## config.mk

```make
export PLATFORM = sky130hd
export DESIGN_NAME = mem_port_arbiter
export DESIGN_NICKNAME = d
export VERILOG_FILES = /design/src/rtl/mem_port_arbiter.sv
export SDC_FILE = /design/constraint.sdc
export NUM_CORES = 1
export LEC_CHECK = 0
export CORE_MARGIN = 2
export CORE_UTILIZATION = 38
export CTS_CLUSTER_DIAMETER = 50
export DETAILED_ROUTE_END_ITERATION = 12
export PLACE_DENSITY = 0.78
export SKIP_LAST_GASP = 1
export SLEW_MARGIN = 5
export SYNTH_ARGS = -nofsm -noshare
export SYNTH_HDL_FRONTEND = slang
export SYNTH_SLANG_ARGS = --single-unit
```

## constraint.sdc

```tcl
create_clock -name clock -period 4.1 [get_ports clock]
set_clock_uncertainty 0.05 [all_clocks]
set_input_delay 0.82 -clock clock [delete_from_list [all_inputs] [get_ports clock]]
set_output_delay 0.82 -clock clock [all_outputs]
set_load 0.005 [all_outputs]
```

## src/rtl/mem_port_arbiter.sv

```systemverilog
// Arbiter sharing one single-ported memory between fetch (IF) and load/store (MEM).
// Define MEM_ARB_RR_EN for round-robin arbitration instead of fixed MEM priority.
module mem_port_arbiter #(
  parameter int ADDR_W = 32,
  parameter int DATA_W = 32
) (
  input  logic              clock,
  input  logic              reset,
  input  logic              if_req,
  input  logic [ADDR_W-1:0] if_addr,
  output logic [DATA_W-1:0] if_rdata,
  output logic              if_done,
  input  logic              mem_req,
  input  logic              mem_we,
  input  logic [ADDR_W-1:0] mem_addr,
  input  logic [DATA_W-1:0] mem_wdata,
  output logic [DATA_W-1:0] mem_rdata,
  output logic              mem_done,
  output logic              stall_if,
  output logic              stall_mem,
  output logic              ram_en,
  output logic              ram_we,
  output logic [ADDR_W-1:0] ram_addr,
  output logic [DATA_W-1:0] ram_wdata,
  input  logic [DATA_W-1:0] ram_rdata,
  input  logic              ram_ack
);

  typedef enum logic [1:0] {
    IDLE,
    BUSY_IF,
    BUSY_MEM
  } state_e;

  state_e            state_q, state_d;
  logic              ram_en_q, ram_en_d;
  logic              ram_we_q, ram_we_d;
  logic [ADDR_W-1:0] ram_addr_q, ram_addr_d;
  logic [DATA_W-1:0] ram_wdata_q, ram_wdata_d;
  logic [DATA_W-1:0] if_rdata_q, if_rdata_d;
  logic [DATA_W-1:0] mem_rdata_q, mem_rdata_d;
  logic              if_done_q, if_done_d;
  logic              mem_done_q, mem_done_d;

  logic if_elig, mem_elig;
  logic grant_if, grant_mem;

  // A requester whose done pulse is high is completing, not asking again.
  assign if_elig  = if_req & ~if_done_q;
  assign mem_elig = mem_req & ~mem_done_q;

`ifdef MEM_ARB_RR_EN
  localparam logic LG_IF  = 1'b0;
  localparam logic LG_MEM = 1'b1;

  logic last_grant_q, last_grant_d;

  // Under contention the requester not served last wins.
  assign grant_mem = mem_elig & (~if_elig | (last_grant_q == LG_IF));
  assign grant_if  = if_elig & ~grant_mem;

  // Remember who was granted most recently.
  always_comb begin
    last_grant_d = last_grant_q;
    if (state_q == IDLE) begin
      if (grant_mem)     last_grant_d = LG_MEM;
      else if (grant_if) last_grant_d = LG_IF;
    end
  end

  // Round-robin history register.
  always_ff @(posedge clock or posedge reset) begin
    if (reset) last_grant_q <= LG_IF;
    else       last_grant_q <= last_grant_d;
  end
`else
  // Older instruction (MEM) always wins.
  assign grant_mem = mem_elig;
  assign grant_if  = if_elig & ~mem_elig;
`endif

  // Next-state and registered-output logic for the grant FSM.
  always_comb begin
    state_d     = state_q;
    ram_en_d    = ram_en_q;
    ram_we_d    = ram_we_q;
    ram_addr_d  = ram_addr_q;
    ram_wdata_d = ram_wdata_q;
    if_rdata_d  = if_rdata_q;
    mem_rdata_d = mem_rdata_q;
    if_done_d   = 1'b0;
    mem_done_d  = 1'b0;
    unique case (state_q)
      IDLE: begin
        if (grant_mem) begin
          state_d     = BUSY_MEM;
          ram_en_d    = 1'b1;
          ram_we_d    = mem_we;
          ram_addr_d  = mem_addr;
          ram_wdata_d = mem_wdata;
        end else if (grant_if) begin
          state_d    = BUSY_IF;
          ram_en_d   = 1'b1;
          ram_we_d   = 1'b0;
          ram_addr_d = if_addr;
        end
      end
      BUSY_IF: begin
        if (ram_ack) begin
          state_d    = IDLE;
          ram_en_d   = 1'b0;
          ram_we_d   = 1'b0;
          if_rdata_d = ram_rdata;
          if_done_d  = 1'b1;
        end
      end
      BUSY_MEM: begin
        if (ram_ack) begin
          state_d    = IDLE;
          ram_en_d   = 1'b0;
          ram_we_d   = 1'b0;
          mem_done_d = 1'b1;
          if (!ram_we_q) mem_rdata_d = ram_rdata;
        end
      end
      default: state_d = IDLE;
    endcase
  end

  // State and output registers; reset abandons any access in flight.
  always_ff @(posedge clock or posedge reset) begin
    if (reset) begin
      state_q     <= IDLE;
      ram_en_q    <= 1'b0;
      ram_we_q    <= 1'b0;
      ram_addr_q  <= '0;
      ram_wdata_q <= '0;
      if_rdata_q  <= '0;
      mem_rdata_q <= '0;
      if_done_q   <= 1'b0;
      mem_done_q  <= 1'b0;
    end else begin
      state_q     <= state_d;
      ram_en_q    <= ram_en_d;
      ram_we_q    <= ram_we_d;
      ram_addr_q  <= ram_addr_d;
      ram_wdata_q <= ram_wdata_d;
      if_rdata_q  <= if_rdata_d;
      mem_rdata_q <= mem_rdata_d;
      if_done_q   <= if_done_d;
      mem_done_q  <= mem_done_d;
    end
  end

  assign ram_en    = ram_en_q;
  assign ram_we    = ram_we_q;
  assign ram_addr  = ram_addr_q;
  assign ram_wdata = ram_wdata_q;
  assign if_rdata  = if_rdata_q;
  assign mem_rdata = mem_rdata_q;
  assign if_done   = if_done_q;
  assign mem_done  = mem_done_q;

  assign stall_mem = mem_req & ~mem_done_q;
  assign stall_if  = (if_req & ~if_done_q) | stall_mem;

`ifndef SYNTHESIS
  a_if_held: assert property (@(posedge clock) disable iff (reset)
    (state_q == BUSY_IF) |-> if_req);
  a_mem_held: assert property (@(posedge clock) disable iff (reset)
    (state_q == BUSY_MEM) |-> mem_req);
`endif

endmodule
```

Yosys cells after proc, flatten, opt, wreduce, memory -nomap -nowiden
Index checks and enable logic that the tools add are counted.
{"block": "word_totals", "ff_bits": 134, "latch_bits": 0, "mem_bits_rw": 0, "rom_bits": 0, "inputBits": 134, "mem_count": 0}
{"block": "classes", "addsub": 0, "mul": 0, "n_div": 0, "n_lt_le_gt_ge": 0, "n_eq_ne": 4, "n_shift": 0, "mux": 16, "n_bitwise": 8, "reduce_logical": 10}
{"op": "$mux W32", "count": 2}
{"op": "$mux W1", "count": 8}
{"op": "$reduce_and A2 Y1", "count": 4}
{"op": "$mux W2", "count": 3}
{"op": "$reduce_and A3 Y1", "count": 2}
{"op": "$not A1 Y1", "count": 4}
{"op": "$pmux W1 S2", "count": 2}
{"op": "$pmux W2 S2", "count": 1}
{"op": "$reduce_bool A2 Y1", "count": 2}
{"op": "$and A1 B1 Y1", "count": 3}
{"op": "$ne A3 B3 Y1 const B", "count": 1}
{"op": "$eq A2 B1 Y1 const B", "count": 1}
{"op": "$eq A2 B2 Y1 const B", "count": 1}
{"op": "$logic_not A2 Y1", "count": 1}
{"op": "$ne A2 B1 Y1 const B", "count": 1}
{"op": "$reduce_or A2 Y1", "count": 1}
{"op": "$or A1 B1 Y1", "count": 1}

Logic depth before layout (Yosys ltp)
Gate-level depths: netlist of the first run.
{"block": "depth", "depth_word": 7, "depth_mapped": 7}

Worst setup path after synthesis of the first run
No wires, ideal clock.
{"block": "synth_timing", "path_type": "input port to output port", "startpoint": "in mem_req", "endpoint": "out stall_if", "arrival_time_ns": 1.215, "required_time_ns": 3.230, "path_slack_ns": 2.015, "stages": 5, "path_cell_list": "nand2b_4 -> buf_12 -> inv_6 -> nor2_1 -> inv_1"}
{"block": "synth_via", "elab_chain_len": 2}
{"item": "from (decl)", "line_no": "13", "source": "input logic mem_req,"}
{"item": "$and A1 B1 Y1", "line_no": "164", "source": "assign stall_mem = mem_req & ~mem_done_q;"}
{"item": "net stall_mem", "line_no": "20", "source": "output logic stall_mem,"}
{"item": "$or A1 B1 Y1", "line_no": "165", "source": "assign stall_if = (if_req & ~if_done_q) | stall_mem;"}
{"item": "to (decl)", "line_no": "19", "source": "output logic stall_if,"}
The timed path passes the listed nets, and every way through them passes these cells.

Worst setup path after layout of the first run
{"block": "layout_timing", "startpoint": "in if_req", "endpoint": "out stall_if"}
{"block": "layout_via", "elab_chain_len": 2}
{"item": "from (decl)", "line_no": "9", "source": "input logic if_req,"}
{"item": "$and A1 B1 Y1", "line_no": "165"}
{"item": "$or A1 B1 Y1", "line_no": "165"}
No other way between the ends.

==> flow_metrics.tcl, run 1 <==
set metrics [dict create \
    clock_latency_ns 0.40 \
    hold_viol 0 \
    rsz0062_at_grt "false" \
    num_vias 3881 \
    synth-xor-area-share_pct 0 \
    wl_met3_um 1640 \
    drt_wl_total_um 14500 \
    p_seq_share_pct 34.2 \
    nFillCells 1143 \
    multi_input_area_sq_um 2210 \
    p_leak_nw 3.97 \
    synth_cell_types 30 \
    detail_route.wl_per_cell_um 17.8 \
    syn_avg_cell_area_sq_um 16.8 \
    intPower_mw 5.04 \
    syn_to_final_growth_pct 58.5 \
    place_congestion 0.702 \
    core.rowCount 45 \
    antenna_found_initial 0 \
    die_area_sq_um 16200 \
    ir_worst_vdd_v 0.000443 \
    p_comb_share_pct 43.4 \
    clock_sinks 134 \
    dp_hpwl_um 10700 \
    post-synth-top-area-cell "dfrtp_1" \
    via_per_inst 4.75 \
    h-tree-depth 4 \
    firstDrtPassIters 4 \
    fin_crit_sh_pct 75.5 \
    cp.required_ns 3.23 \
    synth_fa_ha_area_share_pct 0.649 \
    ys_ff_latch 134 \
    pin_count 268 \
    post_cts_buffers 0 \
    die_x_um 127 \
    synth-compound-area-share_pct 1.28 \
    synth_warnings 0 \
    worstMarginPinSlew_ns 0.858 \
    switchingPower_mw 1.83 \
    critPathKind "in -> out" \
    finalSetupTns_ns 0 \
    period_needed_ns 3.09 \
    m1WireLength_um 5530 \
    core_sq_um 15000 \
    endpoint_kind "primary output" \
    synth_top_family_by_area "multiplexers" \
    slew_violations 0 \
    die_h_um 127 \
    power_density_nw_per_um2 749 \
    cp.arrival_ns 2.22 \
    p_clk_share_pct 22.5 \
    max_clock_freq_mhz 323 \
    cp-start-kind "primary input" \
    drt_iter0_markers 90 \
    io_buffers 267 \
    clkTransAtPathRegs_ns 0.06 \
    ys_seq_area_share_pct 58.0 \
    routed-wl-met2_um 7110 \
    cts_buffers 17 \
    grt_max_degree 78 \
    start_util_pct 38.5 \
    cap_violations 0 \
    status "finished, final reports clean" \
    grt_pass1_vias 4368 \
    synth_cells 344 \
    highest_layer "met4" \
    muxShareOfSynthArea_pct 34.8 \
    slew_headroom_pct 42.8 \
    clockBufferDepth 2 \
    nets 755 \
    ant_nets 0 \
    synth_nets 481 \
    holdCritPathClass "reg -> reg" \
    seq_area_sq_um 3350 \
    syn_area_sq_um 5780 \
    path_max_fanout 2 \
    finalPower_mw 6.86 \
    setup_viol_count_final 0 \
    gr-total-overflow 0 \
    hold_buffers 0 \
    ctsResizeCount 0 \
    synth_top_area_share_pct 58.0 \
    clockRootBuffer "clkbuf_16" \
    synth.top_cells.by_area "dfrtp_1, mux2_2, mux2_4" \
    grt_use_total_pct 18.0 \
    synthSimpleGateAreaFrac_pct 1.51 \
    antennaDiodeCount 0 \
    switching_share_pct 26.6 \
    cts_tree "done" \
    drc 0 \
    drive_above_1_share_pct 31.5 \
    grt_pass1_wl_um 22500 \
]
==> synth_stat cells (all sizes together) <==
cell type	n
buf	17
o32ai	1
nand2b	3
dfrtp	134
nor2b	3
a31oi	1
o22ai	1
nor2	1
ha	3
mux2	160
nand3b	1
a21oi	1
o311ai	1
a211oi	1
inv	8
nand4	1
o21ai	2
a21bo	1
and2	1
nand2	3
==> logic make-up after synthesis <==
group	after synthesis
AO/OA/AOI/OAI	9
adder cells (fa/ha/maj)	3
buffers and inverters	25
flip-flops	134
multiplexers	160
AND/OR/NAND/NOR	13
==> registers in the layout, summed over array words and instances (netlist names) <==
signal / cells
if_done: 1
ram_wdata: 32
ram_addr: 32
mem_done: 1
ram_en: 1
mem_rdata: 32
state_q: 2
if_rdata: 32
ram_we: 1
==> power groups by stage <==
stage                     registers (mW)  clock network (mW)  logic (mW)
after floorplan                     2.38                   0        1.30
after global placement              2.32                   0        2.94
after detailed placement            2.36                   0        3.00
after CTS                           2.35                1.58        3.02
after global routing                2.43                1.65        3.18
final                               2.34                1.54        2.98
==> path summary, 6_finish.rpt <==
| kind | startpoint | to | slack (ns) | cells after the start |
|---|---|---|---|---|
| max | if_req | stall_if | 1.01 | 5 |
| min | mem_rdata[19] | mem_rdata[19] | 0.44 | 1 |
| max reg2reg | state_q[0] | mem_rdata[10] | 2.11 | 5 |
| min reg2reg | mem_rdata[19] | mem_rdata[19] | 0.44 | 1 |
| max in group asynchronous | reset | ram_addr[14] | 2.45 | 3 |
| min in group asynchronous | reset | ram_wdata[27] | 0.68 | 2 |
==> per-layer routing <==
layer,track usage (%),up-vias
li1,-,1766
met1,19.3,1919
met2,30.9,179
met3,8.67,17
met4,6.79,0
met5,0,-
==> cell type report <==
cell class / count / share of cell area (%)
Timing Repair Buffer: 272 / 29.7
Tap cell: 188 / 2.57
Inverter: 8 / 0.423
Clock inverter: 11 / 1.64
Sequential cell: 134 / 36.6
Multi-Input combinational cell: 185 / 24.1
Clock buffer: 19 / 4.94
==> critical path, cell delays in order <==
cell and delay, ns:
clkdlybuf4s50_1 0.47, nor2b_1 0.27, nor2_1 0.10, inv_1 0.06, clkdlybuf4s50_1 0.51
==> metrics by stage <==
step	cells	hold WS [ns]	worst slack (ns)	util, %	cell area (sq um)
CTS	817	0.444	0.990	61.0	9170
global route	817	0.464	0.938	61.0	9170
detailed placement	787	0.431	0.991	57.0	8560
finish	817	0.436	1.01	61.0	9170
floorplan	344	0.439	1.56	-	5790
global placement	787	0.423	1.01	57.0	8560
==> layout by cell type, fill, tap and decap left out, types with 3 or more instances in the layout <==
| cell type | netlist | layout |
|---|---|---|
| mux2_1 | 4 | 4 |
| bufinv_16 | 0 | 3 |
| inv_6 | 1 | 3 |
| buf_4 | 5 | 4 |
| dfrtp_1 | 134 | 134 |
| mux2_4 | 56 | 56 |
| inv_1 | 7 | 6 |
| clkbuf_16 | 0 | 17 |
| clkdlybuf4s50_1 | 0 | 267 |
| ha_1 | 3 | 3 |
| nor2b_1 | 3 | 3 |
| clkinvlp_4 | 0 | 3 |
| mux2_2 | 100 | 100 |
Power figures use the tool's default switching activity.
==> run 2, diff against run 1 <==
- CORE_UTILIZATION: 38 -> 42
- PLACE_DENSITY: 0.78 -> 0.81
- clock period: 4.1 -> 3.2 ns (I/O delays scaled with it)
==> run 2 against run 1 <==
First-iteration DRC count increased by 72%. Sequential power increased by 29%. Utilization increased by 8.1 points. Global-route usage increased by 2.1 points. Register-to-register slack got worse by 0.75 ns. Power increased by 29%. Sequential share of layout area decreased by 0.22 points. Non-clock buffer count increased by 3. Cell count decreased by 0.86%. Critical endpoint unchanged. Largest cell class unchanged.
==> flow_metrics.tcl, run 2 (synthesis gave the netlist of run 1 again) <==
set metrics [dict create \
    wl_met3_um 1580 \
    worstMarginPinSlew_ns 0.799 \
    p_leak_nw 4.01 \
    finalSetupTns_ns 0 \
    drt_iter0_markers 155 \
    die_x_um 121 \
    die_h_um 121 \
    power_density_nw_per_um2 963 \
    syn_to_final_growth_pct 59.5 \
    grt_max_degree 45 \
    drive_above_1_share_pct 32.0 \
    dp_hpwl_um 10900 \
    setup_viol_count_final 0 \
    die_area_sq_um 14700 \
    post_cts_buffers 0 \
    core_sq_um 13300 \
    endpoint_kind "primary output" \
    gr-total-overflow 0 \
    cts_tree "done" \
    cp-start-kind "primary input" \
    core.rowCount 42 \
    ctsResizeCount 0 \
    clockBufferDepth 2 \
    clock_sinks 134 \
    ir_worst_vdd_v 0.000567 \
    firstDrtPassIters 4 \
    period_needed_ns 2.74 \
    place_congestion 0.731 \
    ant_nets 0 \
    cp.arrival_ns 2.05 \
    routed-wl-met2_um 7640 \
    layout_setup_ws_ns 0.459 \
    detail_route.wl_per_cell_um 18.4 \
    place_inst 778 \
    slew_violations 0 \
    cts_buffers 17 \
    dp_slack_ns 0.450 \
    drc 0 \
    status "finished, final reports clean" \
    hold_viol 0 \
    pin_count 268 \
    fin_crit_sh_pct 85.7 \
    finalPower_mw 8.88 \
    grt_pass1_vias 4225 \
    io_buffers 267 \
    fin_util_pct 69.1 \
    holdCritPathClass "reg -> reg" \
    clkTransAtPathRegs_ns 0.06 \
    nets 758 \
    num_vias 3872 \
    via_per_inst 4.78 \
    hold_buffers 0 \
    clock_latency_ns 0.41 \
    grt_use_total_pct 20.1 \
    m1WireLength_um 5540 \
    drt_wl_total_um 14900 \
    path_max_fanout 2 \
    antennaDiodeCount 0 \
    max_clock_freq_mhz 365 \
    h-tree-depth 4 \
    highest_layer "met4" \
    critPathKind "in -> out" \
    cp.required_ns 2.51 \
    antenna_found_initial 0 \
    rsz0062_at_grt "false" \
    clockRootBuffer "clkbuf_16" \
    grt_pass1_wl_um 22400 \
    slew_headroom_pct 46.6 \
    mostFrequentLayoutCells "clkdlybuf4s50_1, dfrtp_1, mux2_2, mux2_4, clkbuf_16" \
    cap_violations 0 \
    fin_cells 810 \
    layout_commonest_cell "clkdlybuf4s50_1" \
    start_util_pct 43.3 \
]
[run 2: routing by layer]
metal,global-route usage [%],up-vias
met5,0,-
met4,4.74,0
met3,9.63,12
met2,35.2,172
met1,22.0,1916
li1,-,1772
[run 2: worst max-delay path: stages]
cell and delay, ns:
clkdlybuf4s50_1 0.47, nor2b_1 0.27, nor2_1 0.10, inv_1 0.06
clkdlybuf4s50_1 0.51
[run 2: worst paths after layout]
| path | startpoint | endpoint | slack (ns) | cells after the start |
|---|---|---|---|---|
| max | if_req | stall_if | 0.46 | 5 |
| min | if_rdata[20] | if_rdata[20] | 0.45 | 1 |
| max reg2reg | mem_done | ram_addr[27] | 1.36 | 4 |
| min reg2reg | if_rdata[20] | if_rdata[20] | 0.45 | 1 |
| max in group asynchronous | reset | ram_addr[7] | 1.67 | 3 |
| min in group asynchronous | reset | ram_wdata[16] | 0.67 | 2 |
[run 2: power by group]
part           switching [mW]  leakage, nW  internal, mW
logic                    1.20         2.12          2.66
registers               0.448         1.59          2.56
clock network           0.714        0.305          1.31
[run 2: area by class of cell]
type	count	area, sq um
fill	954	4130
sequential	134	3350
inverter	8	38.8
clock buffer	21	480
tap	176	220
timing repair buffer	275	2770
clock inverter	11	146
multi-input combinational	185	2210
[run 2: per-stage QoR]
| stage | cell area [sq um] | hold WS (ns) |
|---|---|---|
| final | 9220 | 0.451 |
| after CTS | 9220 | 0.455 |
| after global routing | 9220 | 0.461 |
| after global placement | 8600 | 0.425 |
| after detailed placement | 8600 | 0.439 |
| after floorplan | 5790 | 0.439 |
